--- src/rtl/wb_slave_regs_pkg.sv ---
`default_nettype none
// ============================================================================
// Module      : wb_slave_pkg
// Description : Register map, STATUS/CTRL bit positions and ack FSM encoding
//               shared by the WISHBONE register slave.
// Revision    : 1.0 - initial release
// ============================================================================
package wb_slave_pkg;

    localparam logic [2:0] REG_CTRL    = 3'd0;
    localparam logic [2:0] REG_DIVIDER = 3'd1;
    localparam logic [2:0] REG_TXDATA  = 3'd2;
    localparam logic [2:0] REG_RXDATA  = 3'd3;
    localparam logic [2:0] REG_STATUS  = 3'd4;

    localparam int STAT_TX_VALID = 0;
    localparam int STAT_RX_FULL  = 1;
    localparam int STAT_TX_OVF   = 2;
    localparam int STAT_RX_OVF   = 3;

    localparam int CTRL_IRQ_EN = 7;
    localparam int CTRL_RX_IE  = 6;
    localparam int CTRL_TX_IE  = 5;

    localparam int WAIT_CNT_W = 4;

    typedef enum logic [1:0] {
        ST_IDLE = 2'd0,
        ST_WAIT = 2'd1,
        ST_ACK  = 2'd2
    } ack_state_e;

endpackage
`default_nettype wire

--- src/rtl/wb_slave_regs_if.sv ---
`default_nettype none
// ============================================================================
// Module      : wb_slave_regs_if
// Description : WISHBONE classic bus bundle between master and register slave.
// Revision    : 1.0 - initial release
// ============================================================================
interface wb_slave_regs_if #(
    parameter int DATA_WIDTH = 8,
    parameter int ADR_WIDTH  = 32
);
    logic                  stb;
    logic                  we;
    logic [ADR_WIDTH-1:0]  adr;
    logic [DATA_WIDTH-1:0] din;
    logic [DATA_WIDTH-1:0] dout;
    logic                  ack;

    modport master (output stb, we, adr, din, input dout, ack);
    modport slave  (input stb, we, adr, din, output dout, ack);
endinterface
`default_nettype wire

--- src/rtl/wb_slave_regs_ack_ctrl.sv ---
`default_nettype none
// ============================================================================
// Module      : wb_slave_ack_ctrl
// Description : IDLE/WAIT/ACK sequencer; inserts WAIT_STATES cycles, then a
//               one-cycle commit strobe that coincides with the ack-setting edge.
// Revision    : 1.0 - initial release
// ============================================================================
module wb_slave_ack_ctrl
    import wb_slave_pkg::*;
#(
    parameter int WAIT_STATES = 0
) (
    input  wire  clk,
    input  wire  rst,
    input  wire  i_stb,
    output logic o_ack,
    output logic o_commit
);

    localparam logic [WAIT_CNT_W-1:0] C_CNT_INIT =
        (WAIT_STATES > 0) ? WAIT_CNT_W'(WAIT_STATES - 1) : '0;

    ack_state_e            r_state;
    ack_state_e            w_state_nxt;
    logic [WAIT_CNT_W-1:0] r_cnt;
    logic [WAIT_CNT_W-1:0] w_cnt_nxt;
    logic                  r_ack;
    logic                  w_commit;

    always_comb begin
        w_state_nxt = r_state;
        w_cnt_nxt   = r_cnt;
        w_commit    = 1'b0;
        case (r_state)
            ST_IDLE: begin
                if (i_stb) begin
                    if (WAIT_STATES > 0) begin
                        w_state_nxt = ST_WAIT;
                        w_cnt_nxt   = C_CNT_INIT;
                    end else begin
                        w_state_nxt = ST_ACK;
                    end
                end
            end
            ST_WAIT: begin
                // A dropped strobe abandons the access before anything commits
                if (!i_stb) begin
                    w_state_nxt = ST_IDLE;
                    w_cnt_nxt   = '0;
                end else if (r_cnt == '0) begin
                    w_state_nxt = ST_ACK;
                end else begin
                    w_cnt_nxt = r_cnt - 1'b1;
                end
            end
            ST_ACK: begin
                w_commit    = 1'b1;
                w_state_nxt = ST_IDLE;
            end
            default: begin
                w_state_nxt = ST_IDLE;
                w_cnt_nxt   = '0;
            end
        endcase
    end

    always_ff @(posedge clk) begin
        if (rst) begin
            r_state <= ST_IDLE;
            r_cnt   <= '0;
            r_ack   <= 1'b0;
        end else begin
            r_state <= w_state_nxt;
            r_cnt   <= w_cnt_nxt;
            r_ack   <= w_commit;
        end
    end

    assign o_ack    = r_ack;
    assign o_commit = w_commit;

endmodule
`default_nettype wire

--- src/rtl/wb_slave_regs.sv ---
`default_nettype none
// ============================================================================
// Module      : wb_slave_regs
// Description : WISHBONE classic register slave holding SPI CTRL, DIVIDER,
//               TX and RX holding registers. Optional macro: WB_SLAVE_IRQ_EN.
// Revision    : 1.0 - initial release
// ============================================================================
module wb_slave_regs
    import wb_slave_pkg::*;
#(
    parameter int DATA_WIDTH  = 8,
    parameter int ADR_WIDTH   = 32,
    parameter int WAIT_STATES = 0
) (
    input  wire                   clk,
    input  wire                   rst,
    wb_slave_regs_if.slave        bus,
    output logic [DATA_WIDTH-1:0] ctrl_o,
    output logic [DATA_WIDTH-1:0] div_o,
    output logic [DATA_WIDTH-1:0] tx_data,
    output logic                  tx_valid,
    input  wire                   tx_ready,
    input  wire  [DATA_WIDTH-1:0] rx_data,
    input  wire                   rx_valid,
    output logic                  irq
);

    localparam logic [DATA_WIDTH-1:0] C_CTRL_IRQ_BITS =
        DATA_WIDTH'((1 << CTRL_IRQ_EN) | (1 << CTRL_RX_IE) | (1 << CTRL_TX_IE));
`ifdef WB_SLAVE_IRQ_EN
    localparam logic [DATA_WIDTH-1:0] C_CTRL_WMASK = '1;
`else
    localparam logic [DATA_WIDTH-1:0] C_CTRL_WMASK = ~C_CTRL_IRQ_BITS;
`endif

    logic                  w_commit;
    logic                  w_ack;
    logic [2:0]            w_adr;
    logic                  w_wr;
    logic                  w_rd;
    logic                  w_tx_wr;
    logic                  w_tx_consume;
    logic                  w_rx_rd;
    logic                  w_st_wr;
    logic [DATA_WIDTH-1:0] w_status;
    logic [DATA_WIDTH-1:0] w_rdata;
    logic                  w_unused_adr;

    logic [DATA_WIDTH-1:0] r_ctrl;
    logic [DATA_WIDTH-1:0] r_div;
    logic [DATA_WIDTH-1:0] r_tx_data;
    logic                  r_tx_valid;
    logic [DATA_WIDTH-1:0] r_rx_data;
    logic                  r_rx_full;
    logic                  r_tx_ovf;
    logic                  r_rx_ovf;
    logic [DATA_WIDTH-1:0] r_dout;

    wb_slave_ack_ctrl #(
        .WAIT_STATES (WAIT_STATES)
    ) u_ack_ctrl (
        .clk      (clk),
        .rst      (rst),
        .i_stb    (bus.stb),
        .o_ack    (w_ack),
        .o_commit (w_commit)
    );

    // Upper address bits are qualified by the upstream decoder through stb
    assign w_unused_adr = ^bus.adr[ADR_WIDTH-1:3];
    assign w_adr        = bus.adr[2:0];
    assign w_wr         = w_commit & bus.we;
    assign w_rd         = w_commit & ~bus.we;
    assign w_tx_wr      = w_wr & (w_adr == REG_TXDATA);
    assign w_st_wr      = w_wr & (w_adr == REG_STATUS);
    assign w_rx_rd      = w_rd & (w_adr == REG_RXDATA);
    assign w_tx_consume = r_tx_valid & tx_ready;

    always_comb begin
        w_status                = '0;
        w_status[STAT_TX_VALID] = r_tx_valid;
        w_status[STAT_RX_FULL]  = r_rx_full;
        w_status[STAT_TX_OVF]   = r_tx_ovf;
        w_status[STAT_RX_OVF]   = r_rx_ovf;
    end

    always_comb begin
        w_rdata = '0;
        case (w_adr)
            REG_CTRL:    w_rdata = r_ctrl;
            REG_DIVIDER: w_rdata = r_div;
            REG_TXDATA:  w_rdata = r_tx_data;
            REG_RXDATA:  w_rdata = r_rx_data;
            REG_STATUS:  w_rdata = w_status;
            default:     w_rdata = '0;
        endcase
    end

    always_ff @(posedge clk) begin
        if (rst) begin
            r_ctrl     <= '0;
            r_div      <= '0;
            r_tx_data  <= '0;
            r_tx_valid <= 1'b0;
            r_rx_data  <= '0;
            r_rx_full  <= 1'b0;
            r_tx_ovf   <= 1'b0;
            r_rx_ovf   <= 1'b0;
            r_dout     <= '0;
        end else begin
            if (w_rd) r_dout <= w_rdata;
            if (w_wr && (w_adr == REG_CTRL))    r_ctrl <= bus.din & C_CTRL_WMASK;
            if (w_wr && (w_adr == REG_DIVIDER)) r_div  <= bus.din;

            if (w_st_wr && bus.din[STAT_TX_OVF]) r_tx_ovf <= 1'b0;
            if (w_st_wr && bus.din[STAT_RX_OVF]) r_rx_ovf <= 1'b0;

            // A full holding register only accepts new data if it drains this edge
            if (w_tx_wr && r_tx_valid && !w_tx_consume) begin
                r_tx_ovf <= 1'b1;
            end else if (w_tx_wr) begin
                r_tx_data  <= bus.din;
                r_tx_valid <= 1'b1;
            end else if (w_tx_consume) begin
                r_tx_valid <= 1'b0;
            end

            if (rx_valid) begin
                r_rx_data <= rx_data;
                r_rx_full <= 1'b1;
                if (r_rx_full) r_rx_ovf <= 1'b1;
            end else if (w_rx_rd) begin
                r_rx_full <= 1'b0;
            end
        end
    end

`ifdef WB_SLAVE_IRQ_EN
    logic r_irq;
    always_ff @(posedge clk) begin
        if (rst) begin
            r_irq <= 1'b0;
        end else begin
            r_irq <= r_ctrl[CTRL_IRQ_EN] &
                     ((r_ctrl[CTRL_RX_IE] & r_rx_full) |
                      (r_ctrl[CTRL_TX_IE] & ~r_tx_valid) |
                      r_tx_ovf | r_rx_ovf);
        end
    end
    assign irq = r_irq;
`else
    assign irq = 1'b0;
`endif

    assign bus.dout = r_dout;
    assign bus.ack  = w_ack;
    assign ctrl_o   = r_ctrl;
    assign div_o    = r_div;
    assign tx_data  = r_tx_data;
    assign tx_valid = r_tx_valid;

endmodule
`default_nettype wire
--- src/flat_wrapper.sv ---
// flat-port wrapper written by rule: the top's interface ports become plain ports
module wb_slave_regs_flat import wb_slave_pkg::*;
#(
    parameter int DATA_WIDTH  = 8,
    parameter int ADR_WIDTH   = 32,
    parameter int WAIT_STATES = 0
)
  (clk, rst, ctrl_o, div_o, tx_data, tx_valid, tx_ready, rx_data, rx_valid, irq, bus_stb, bus_we, bus_adr, bus_din, bus_dout, bus_ack);
  wb_slave_regs_if #(.DATA_WIDTH(DATA_WIDTH), .ADR_WIDTH(ADR_WIDTH)) bus_i ();
  input  wire clk;
  input  wire rst;
  output logic [DATA_WIDTH-1:0] ctrl_o;
  output logic [DATA_WIDTH-1:0] div_o;
  output logic [DATA_WIDTH-1:0] tx_data;
  output logic tx_valid;
  input  wire tx_ready;
  input  wire  [DATA_WIDTH-1:0] rx_data;
  input  wire rx_valid;
  output logic irq;
  input wire logic [$bits(bus_i.stb)-1:0] bus_stb;
  input wire logic [$bits(bus_i.we)-1:0] bus_we;
  input wire logic [$bits(bus_i.adr)-1:0] bus_adr;
  input wire logic [$bits(bus_i.din)-1:0] bus_din;
  output wire logic [$bits(bus_i.dout)-1:0] bus_dout;
  output wire logic [$bits(bus_i.ack)-1:0] bus_ack;
  assign bus_i.stb = bus_stb;
  assign bus_i.we = bus_we;
  assign bus_i.adr = bus_adr;
  assign bus_i.din = bus_din;
  assign bus_dout = bus_i.dout;
  assign bus_ack = bus_i.ack;
  wb_slave_regs #(.DATA_WIDTH(DATA_WIDTH), .ADR_WIDTH(ADR_WIDTH), .WAIT_STATES(WAIT_STATES)) u_core (.clk(clk), .rst(rst), .bus(bus_i), .ctrl_o(ctrl_o), .div_o(div_o), .tx_data(tx_data), .tx_valid(tx_valid), .tx_ready(tx_ready), .rx_data(rx_data), .rx_valid(rx_valid), .irq(irq));
endmodule
--- config.mk ---
export PLATFORM = sky130hd
export DESIGN_NAME = wb_slave_regs_flat
export DESIGN_NICKNAME = d
export VERILOG_FILES = /design/src/rtl/wb_slave_regs_pkg.sv /design/src/rtl/wb_slave_regs_if.sv /design/src/rtl/wb_slave_regs_ack_ctrl.sv /design/src/rtl/wb_slave_regs.sv /design/src/flat_wrapper.sv
export SDC_FILE = /design/constraint.sdc
export NUM_CORES = 1
export LEC_CHECK = 0
export CORE_ASPECT_RATIO = 1.25
export CORE_UTILIZATION = 26
export CTS_BUF_LIST = sky130_fd_sc_hd__clkbuf_4 sky130_fd_sc_hd__clkbuf_8 sky130_fd_sc_hd__clkbuf_16
export DETAILED_ROUTE_END_ITERATION = 10
export GPL_TIMING_DRIVEN = 1
export HOLD_SLACK_MARGIN = 0.05
export PLACE_DENSITY_LB_ADDON = 0.2
export RECOVER_POWER = 100
export SYNTH_ARGS = -nofsm -noshare
export SYNTH_HDL_FRONTEND = slang
export SYNTH_SLANG_ARGS = --single-unit
--- constraint.sdc ---
create_clock -name clk -period 1.5 [get_ports clk]
set_input_delay 0.15 -clock clk [delete_from_list [all_inputs] [get_ports clk]]
set_output_delay 0.15 -clock clk [all_outputs]
set_load 0.005 [all_outputs]
==> summary.txt, run 1 <==
GRT
  • Total global routing overflow: 0
  • Vias in the first global route: 1809
  • Largest net degree at the start of global routing: 23
  • Total track usage: 15.0%
  • First-pass GRT wire length: 9310 um
  • Initial antenna violation count: 0

Synth
  • Post-synthesis cell area: 2050 sq um
  • Syn_area_per_cell: 9.48 sq um
  • Primary FF master, synth: dfxtp_1
  • Synth Register Bits: 43
  • Top-count cell post-synth: dfxtp_1
  • Leading area contributor after synthesis: dfxtp_1
  • Seq/Total Area, Yosys: 42.1%
  • Synthesized instance count: 216
  • Post-synth top cells: dfxtp_1 (43), mux2i_1 (21), nand2b_1 (20)
  • Yosys cell types: 34
  • Number of flops mapped to enable cells by yosys: 0
  • Synth top area cells: dfxtp_1 (42%), mux2i_1 (10%), nand2b_1 (6.1%), mux2_1 (5.5%), o21ai_1 (4.4%)
  • Async SR Flop Fraction: 0%
  • Ys Warns: 0
  • Yosys top cell area share: 42.1%

Critical path
  • Crit path largest cell delay: 0.59 ns
  • Crit Path Max Fanout: 3
  • Setup CP Type: flip-flop to output port
  • Crit path max-delay family: buffers and inverters
  • Critical Path RT: 1.35 ns
  • Crit-path cells: dlygate4sd3_1
  • CP bufs+invs: 1
  • Crit path max-delay cell type: dlygate4sd3_1
  • Worst path arrival time: 1.26 ns
  • Crit path launch type: flip-flop
  • Setup crit end kind: output port

Layout
  • Area grow syn2layout: 42.2%
  • # nets final: 344
  • Layout Cells excl Fill: 383
  • Post-layout util: 38.9%
  • Layout cell share with drive strength beyond 1: 12.7%
  • ANT cells: 0

STA
  • Max-slew violations: 0
  • Slew of the pin with the lowest slew margin: 0.733 ns
  • # setup viols final: 0
  • Rel. slew slack: 51.1%
  • Crit path time final: 1.41 ns
  • Unrepaired setup endpoints after global routing: no
  • Fin Hold WS: 0.417 ns
  • Fin Setup TNS: 0 ns
  • Final hold vios: 0
  • F_max: 708 MHz
  • Fin crit share: 94.2%
  • Skew final: 0.00457 ns

Clock tree
  • Cts hold-fix bufs: 0
  • Max clock buf depth: 2
  • CTS buffer count: 5
  • Clock tree sinks: 43
  • Clock root cell: clkbuf_8
  • TritonCTS clock tree: built
  • Clock transition at the registers of the reported paths: 0.08 ns
  • Worst skew pair latency: 0.29 ns
  • Setup Fix Bufs, Post-CTS: 0
  • H-tree depth: 2
  • Post-CTS Resized: 0

Die
  • DIE HEIGHT: 101 um
  • Die footprint: 8230 sq um
  • Core area: 7490 sq um
  • Starting Density: 27.3%
  • Row count: 35
  • Die extent in x: 81.4 um
  • IO Count: 89

Route
  • Total Wirelength: 5650 um
  • Routed vias/inst: 4.67
  • Antenna viol nets, final: 0
  • Via Count: 1788
  • Drt pass-1 iters: 4
  • DRC violations left: 0
  • WL/cell: 14.8 um
  • DRT iter0 DRCs: 76

Placement
  • GPL Wtd Cong: 0.761
  • HPWL after DPL: 4230 um
  • Post-Place Cells: 375
  • I/O Buffers: 55

Job
  • Max Cap Viol: 0

Pwr
  • Peak VDD IR: 435 uV
  • Leak pwr: 1.19 nW
  • Power Density: 786 nW/um^2

Min path
  • Worst min path class: input port to flip-flop

Status
  • Outcome: finished, final reports clean
[state kept, by name (all words and copies together) (netlist names)]
register and count:
u_core.tx_valid 1, u_core.r_rx_full 1, u_core.r_tx_ovf 1, u_core.bus.dout 8, u_core.tx_data 8, u_core.u_ack_ctrl.r_state 1, u_core.ctrl_o 5, u_core.r_rx_ovf 1
u_core.u_ack_ctrl.o_ack 1, u_core.r_rx_data 8, u_core.div_o 8
[layer usage]
| layer | vias up | GRT usage (%) | part of all wire (%) | wire length, um |
|---|---|---|---|---|
| met5 | - | 0 | 0 | 0 |
| met2 | 41 | 24.8 | 48 | 2690 |
| li1 | 912 | - | - | - |
| met3 | 7 | 2.52 | 3.3 | 188 |
| met4 | 0 | 6.87 | 2.2 | 125 |
| met1 | 828 | 18.8 | 47 | 2650 |
[layout make-up]
class,count,area [sq um]
fillers,779,4580
well taps,92,115
repair buffers,84,761
inverters,2,7.51
multi-input cells,154,1060
flip-flops and latches,43,861
clock buffers,8,104
[layout by cell type (no fill, tap or decap), types with 5 or more instances in the layout]
cell	count
dfxtp_1	43
dlygate4sd3_1	30
clkdlybuf4s50_1	25
mux2i_1	21
nand2b_1	20
buf_4	20
a21oi_1	17
o21ai_1	16
nand3_1	13
mux2_1	10
a22oi_1	9
nor2_1	9
clkbuf_8	7
nand2_1	5
[path summary, 6_finish.rpt]
kind / startpoint / to / slack (ns) / cells past startpoint
worst max-delay path: u_core.div_o[0] / div_o[0] / 0.09 / 1
worst min-delay path: bus_stb / u_core.u_ack_ctrl.r_state[1] / 0.42 / 2
worst max register to register: u_core.u_ack_ctrl.r_state[1] / u_core.tx_data[0] / 0.18 / 4
worst min register to register: u_core.bus.dout[4] / u_core.bus.dout[4] / 0.47 / 2
[where the power goes]
group	internal (mW)	switching (mW)
clock network	0.439	0.386
registers	1.16	0.0160
logic	0.153	0.131
total	1.76	0.533
[metrics by stage]
stage	total power, mW	cell area, sq um	setup slack [ns]
finish	2.29	2910	0.0868
global route	2.38	2910	0.00331
CTS	2.33	2940	0.110
detailed placement	1.50	2830	-0.198
global placement	1.50	2830	-0.230
floorplan	1.35	2060	0.286
[kinds of logic after synthesis]
logic type,after synthesis,share of synthesized area [%]
and+or+nand+nor,67,19.4
DFF,43,42.1
other,1,0.183
AOI/OAI and AO/OA,51,14.9
buffers and inverters,22,6.36
muxes,32,17.1
Power figures use the tool's default switching activity.
==> run 2: changes to the inputs <==
ABC_AREA = 1   (was unset)
==> summary.txt, run 2 <==
Critical path
  • Critical Path RT: 1.35 ns (about the same)
  • CP Launch Point: u_core.tx_valid
  • Worst r2r dst: u_core.tx_data[1]
  • Crit path max-delay family: buffers and inverters
  • Worst r2r path cells: 6 (+2)
  • Crit path largest cell delay: 0.58 ns (about the same)
  • Crit path max-delay cell type: dlygate4sd3_1
  • Worst R2R Setup Slack: 0.27 ns (+0.09 ns)
  • Crit-path cells: dlygate4sd3_1
  • Crit path launch type: flip-flop
  • Setup CP Type: flip-flop to output port
  • CP bufs+invs: 1 (unchanged)
  • Worst path arrival time: 1.27 ns (about the same)
  • Crit Path Max Fanout: 3 (unchanged)
  • Reg2reg start: u_core.u_ack_ctrl.r_state[1]
  • Setup crit end kind: output port

Synth
  • Yosys top cell area share: 45.4% (+3.3 points)
  • Post-synthesis mux area share: 0% (-17 points)
  • Async SR Flop Fraction: 0% (unchanged)
  • Synth top area cells: dfxtp_1 (45%), nand2_1 (16%), a21oi_1 (9.5%), nand3_1 (7.1%), nor2_1 (3.0%)
  • XOR/XNOR Fraction of Synth Area: 0% (unchanged)
  • Syn_area_per_cell: 7.30 sq um (-23%)
  • Simple-Gate Fraction of Synth Area: 31.4% (+12 points)
  • Largest family of logic cells by synthesized area: simple AND/OR/NAND/NOR gates
  • Primary FF master, synth: dfxtp_1
  • Post-synthesis cell area: 1900 sq um (-7.3%)
  • Yosys cell types: 25 (-26%)
  • Synthesized instance count: 260 (+20%)
  • Synth Register Bits: 43 (unchanged)
  • Ys Warns: 0 (unchanged)
  • Post-Synth Adder-Cell Area: 0% (unchanged)
  • Number of flops mapped to enable cells by yosys: 0 (unchanged)
  • Compound-cell area share of the yosys netlist: 14.3% (-0.60 points)
  • Leading area contributor after synthesis: dfxtp_1
  • Top-count cell post-synth: nand2_1
  • Seq/Total Area, Yosys: 45.4% (+3.3 points)
  • Post-synth top cells: nand2_1 (80), dfxtp_1 (43), a21oi_1 (36)

GRT
  • Initial antenna violation count: 0 (unchanged)
  • Largest net degree at the start of global routing: 44 (+91%)
  • Vias in the first global route: 1794 (-0.83%)
  • Total track usage: 14.6% (-0.43 points)
  • Total global routing overflow: 0 (unchanged)
  • First-pass GRT wire length: 8640 um (-7.2%)

Clock tree
  • Worst skew pair latency: 0.30 ns (about the same)
  • TritonCTS clock tree: built
  • Clock tree sinks: 43 (unchanged)
  • Clock transition at the registers of the reported paths: 0.09 ns (about the same)
  • Clock root cell: clkbuf_8
  • Max clock buf depth: 2 (unchanged)
  • Setup Fix Bufs, Post-CTS: 0 (unchanged)
  • Cts hold-fix bufs: 0 (unchanged)
  • H-tree depth: 2 (unchanged)
  • CTS buffer count: 5 (unchanged)

STA
  • # setup viols final: 0 (unchanged)
  • Fin crit share: 94.5% (+0.24 points)
  • Skew final: 0.00971 ns (+0.00514 ns)
  • Crit path time final: 1.42 ns (+0.00367 ns)
  • Final hold vios: 0 (unchanged)
  • F_max: 706 MHz (-0.26%)
  • Rel. slew slack: 44.5% (-6.6 points)
  • Max-slew violations: 0 (unchanged)
  • Unrepaired setup endpoints after global routing: no
  • Slew of the pin with the lowest slew margin: 0.832 ns (+0.0988 ns)

Placement
  • Post-Place Cells: 413 (+10%)
  • GPL Wtd Cong: 0.890 (+17%)
  • I/O Buffers: 55 (unchanged)
  • Placed Area: 2640 sq um (-6.8%)
  • HPWL after DPL: 3990 um (-5.8%)

Die
  • Core area: 7020 sq um (-6.3%)
  • IO Count: 89 (unchanged)
  • Starting Density: 27.0% (-0.31 points)
  • Die extent in x: 78.4 um (-3.6%)
  • DIE HEIGHT: 97.5 um (-3.7%)
  • Row count: 34 (-2.9%)
  • Die footprint: 7640 sq um (-7.2%)

Route
  • Drt pass-1 iters: 4 (unchanged)
  • DRC violations left: 0 (unchanged)
  • DRT iter0 DRCs: 103 (+36%)
  • Via Count: 1844 (+3.1%)
  • WL/cell: 12.4 um (-16%)
  • Total Wirelength: 5220 um (-7.8%)
  • Routed vias/inst: 4.38 (-6.2%)
  • Antenna viol nets, final: 0 (unchanged)

Layout
  • Leading cell types in the layout, fill and taps excluded: nand2_1 (80), dfxtp_1 (43), a21oi_1 (36)
  • Post-route cell area: 2730 sq um (-6.2%)
  • Area grow syn2layout: 44.0%
  • Layout Cells excl Fill: 421 (+9.9%)
  • Most common cell after layout, fill and taps aside: nand2_1
  • Footprint of the multi-input gates: 877 sq um (-18%)
  • Post-layout util: 38.9% (about the same)
  • Fillers: 749 (-3.9%)
  • # nets final: 384 (+12%)
  • Layout cell share with drive strength beyond 1: 12.4% (-0.33 points)
  • ANT cells: 0 (unchanged)
  • Sequential cell area: 861 sq um (unchanged)

Min path
  • Worst Hold End: u_core.u_ack_ctrl.r_state[1]
  • Worst min path class: input port to flip-flop
  • Worst Hold Depth: 3 (+1)
  • Worst hold path startpoint: bus_stb

Status
  • Outcome: finished, final reports clean

Pwr
  • Peak VDD IR: 361 uV (-17%)
  • Tot Pwr: 2.31 mW (+1.1%)
  • Leak pwr: 1.13 nW (-4.9%)
  • Power Density: 847 nW/um^2 (+7.8%)

Job
  • Max Cap Viol: 0 (unchanged)
[run 2: cell types whose count changed after synthesis, sizes merged, moves of 5 or more]
cell	previous run	this run
nand4	0	6
mux2i	21	0
nand2	5	81
inv	2	17
a21oi	17	37
nand2b	20	0
nor2	9	18
a22oi	9	0
nand3	13	28
buf	14	9
mux2	10	0
o21ai	18	5
[run 2: report_power, final]
part / internal [mW] / switching (mW) / leakage (nW) / total [mW]
logic: 0.110 / 0.117 / 0.724 / 0.227
registers: 1.16 / 0.0133 / 0.349 / 1.18
clock network: 0.496 / 0.414 / 0.0581 / 0.910
total: 1.77 / 0.544 / 1.13 / 2.31
[run 2: area by class of cell]
cell class              instances  area share [%]
clock buffers                   5            2.52
clock inverters                 3            1.60
inverters                      20            2.84
multi-input cells             186            32.1
flip-flops and latches         43            31.5
well taps                      90            4.12
repair buffers                 74            25.3
[run 2: cells by family after synthesis]
logic type	count (synthesis)
buffers and inverters	34
and+or+nand+nor	135
other	1
DFF	43
AOI/OAI and AO/OA	47
[run 2: layer usage]
metal / track usage [%] / vias to the layer above / routed length (um)
met5: 0 / - / 0
met4: 6.13 / 0 / 90
met3: 2.35 / 5 / 142
met2: 22.9 / 37 / 2510
met1: 19.5 / 821 / 2470
li1: - / 981 / -
[run 2: per-stage QoR]
stage	TNS, ns	hold WS [ns]	worst slack [ns]
floorplan	0	0.271	0.317
global placement	-3.44	0.452	-0.163
detailed placement	-3.37	0.453	-0.169
CTS	0	0.388	0.125
global route	0	0.400	0.0286
finish	0	0.392	0.0832
[run 2: repair_timing]
action	CTS	global route
setup endpoints to repair	0	2
endpoints found under the hold margin	0	0
gates resized for setup	0	1
[run 2: how the worst max path moves through the flow]
stage / end / slack, ns / depth (start not counted)
after floorplan: u_core.tx_data[7] / 0.32 / 5
after global routing: u_core.div_o[0] / 0.03 / 7
after global placement: u_core.bus.dout[2] / -0.16 / 9
after detailed placement: u_core.bus.dout[2] / -0.17 / 9
final: tx_valid / 0.08 / 1
after CTS: tx_valid / 0.12 / 1
==> run 3: changes to the inputs <==
ABC_AREA = unset   (was 1)
TNS_END_PERCENT = 100   (was unset)
==> results of run 3 <==
No change in the layout: final DEF, timing and power equal those of run 1.
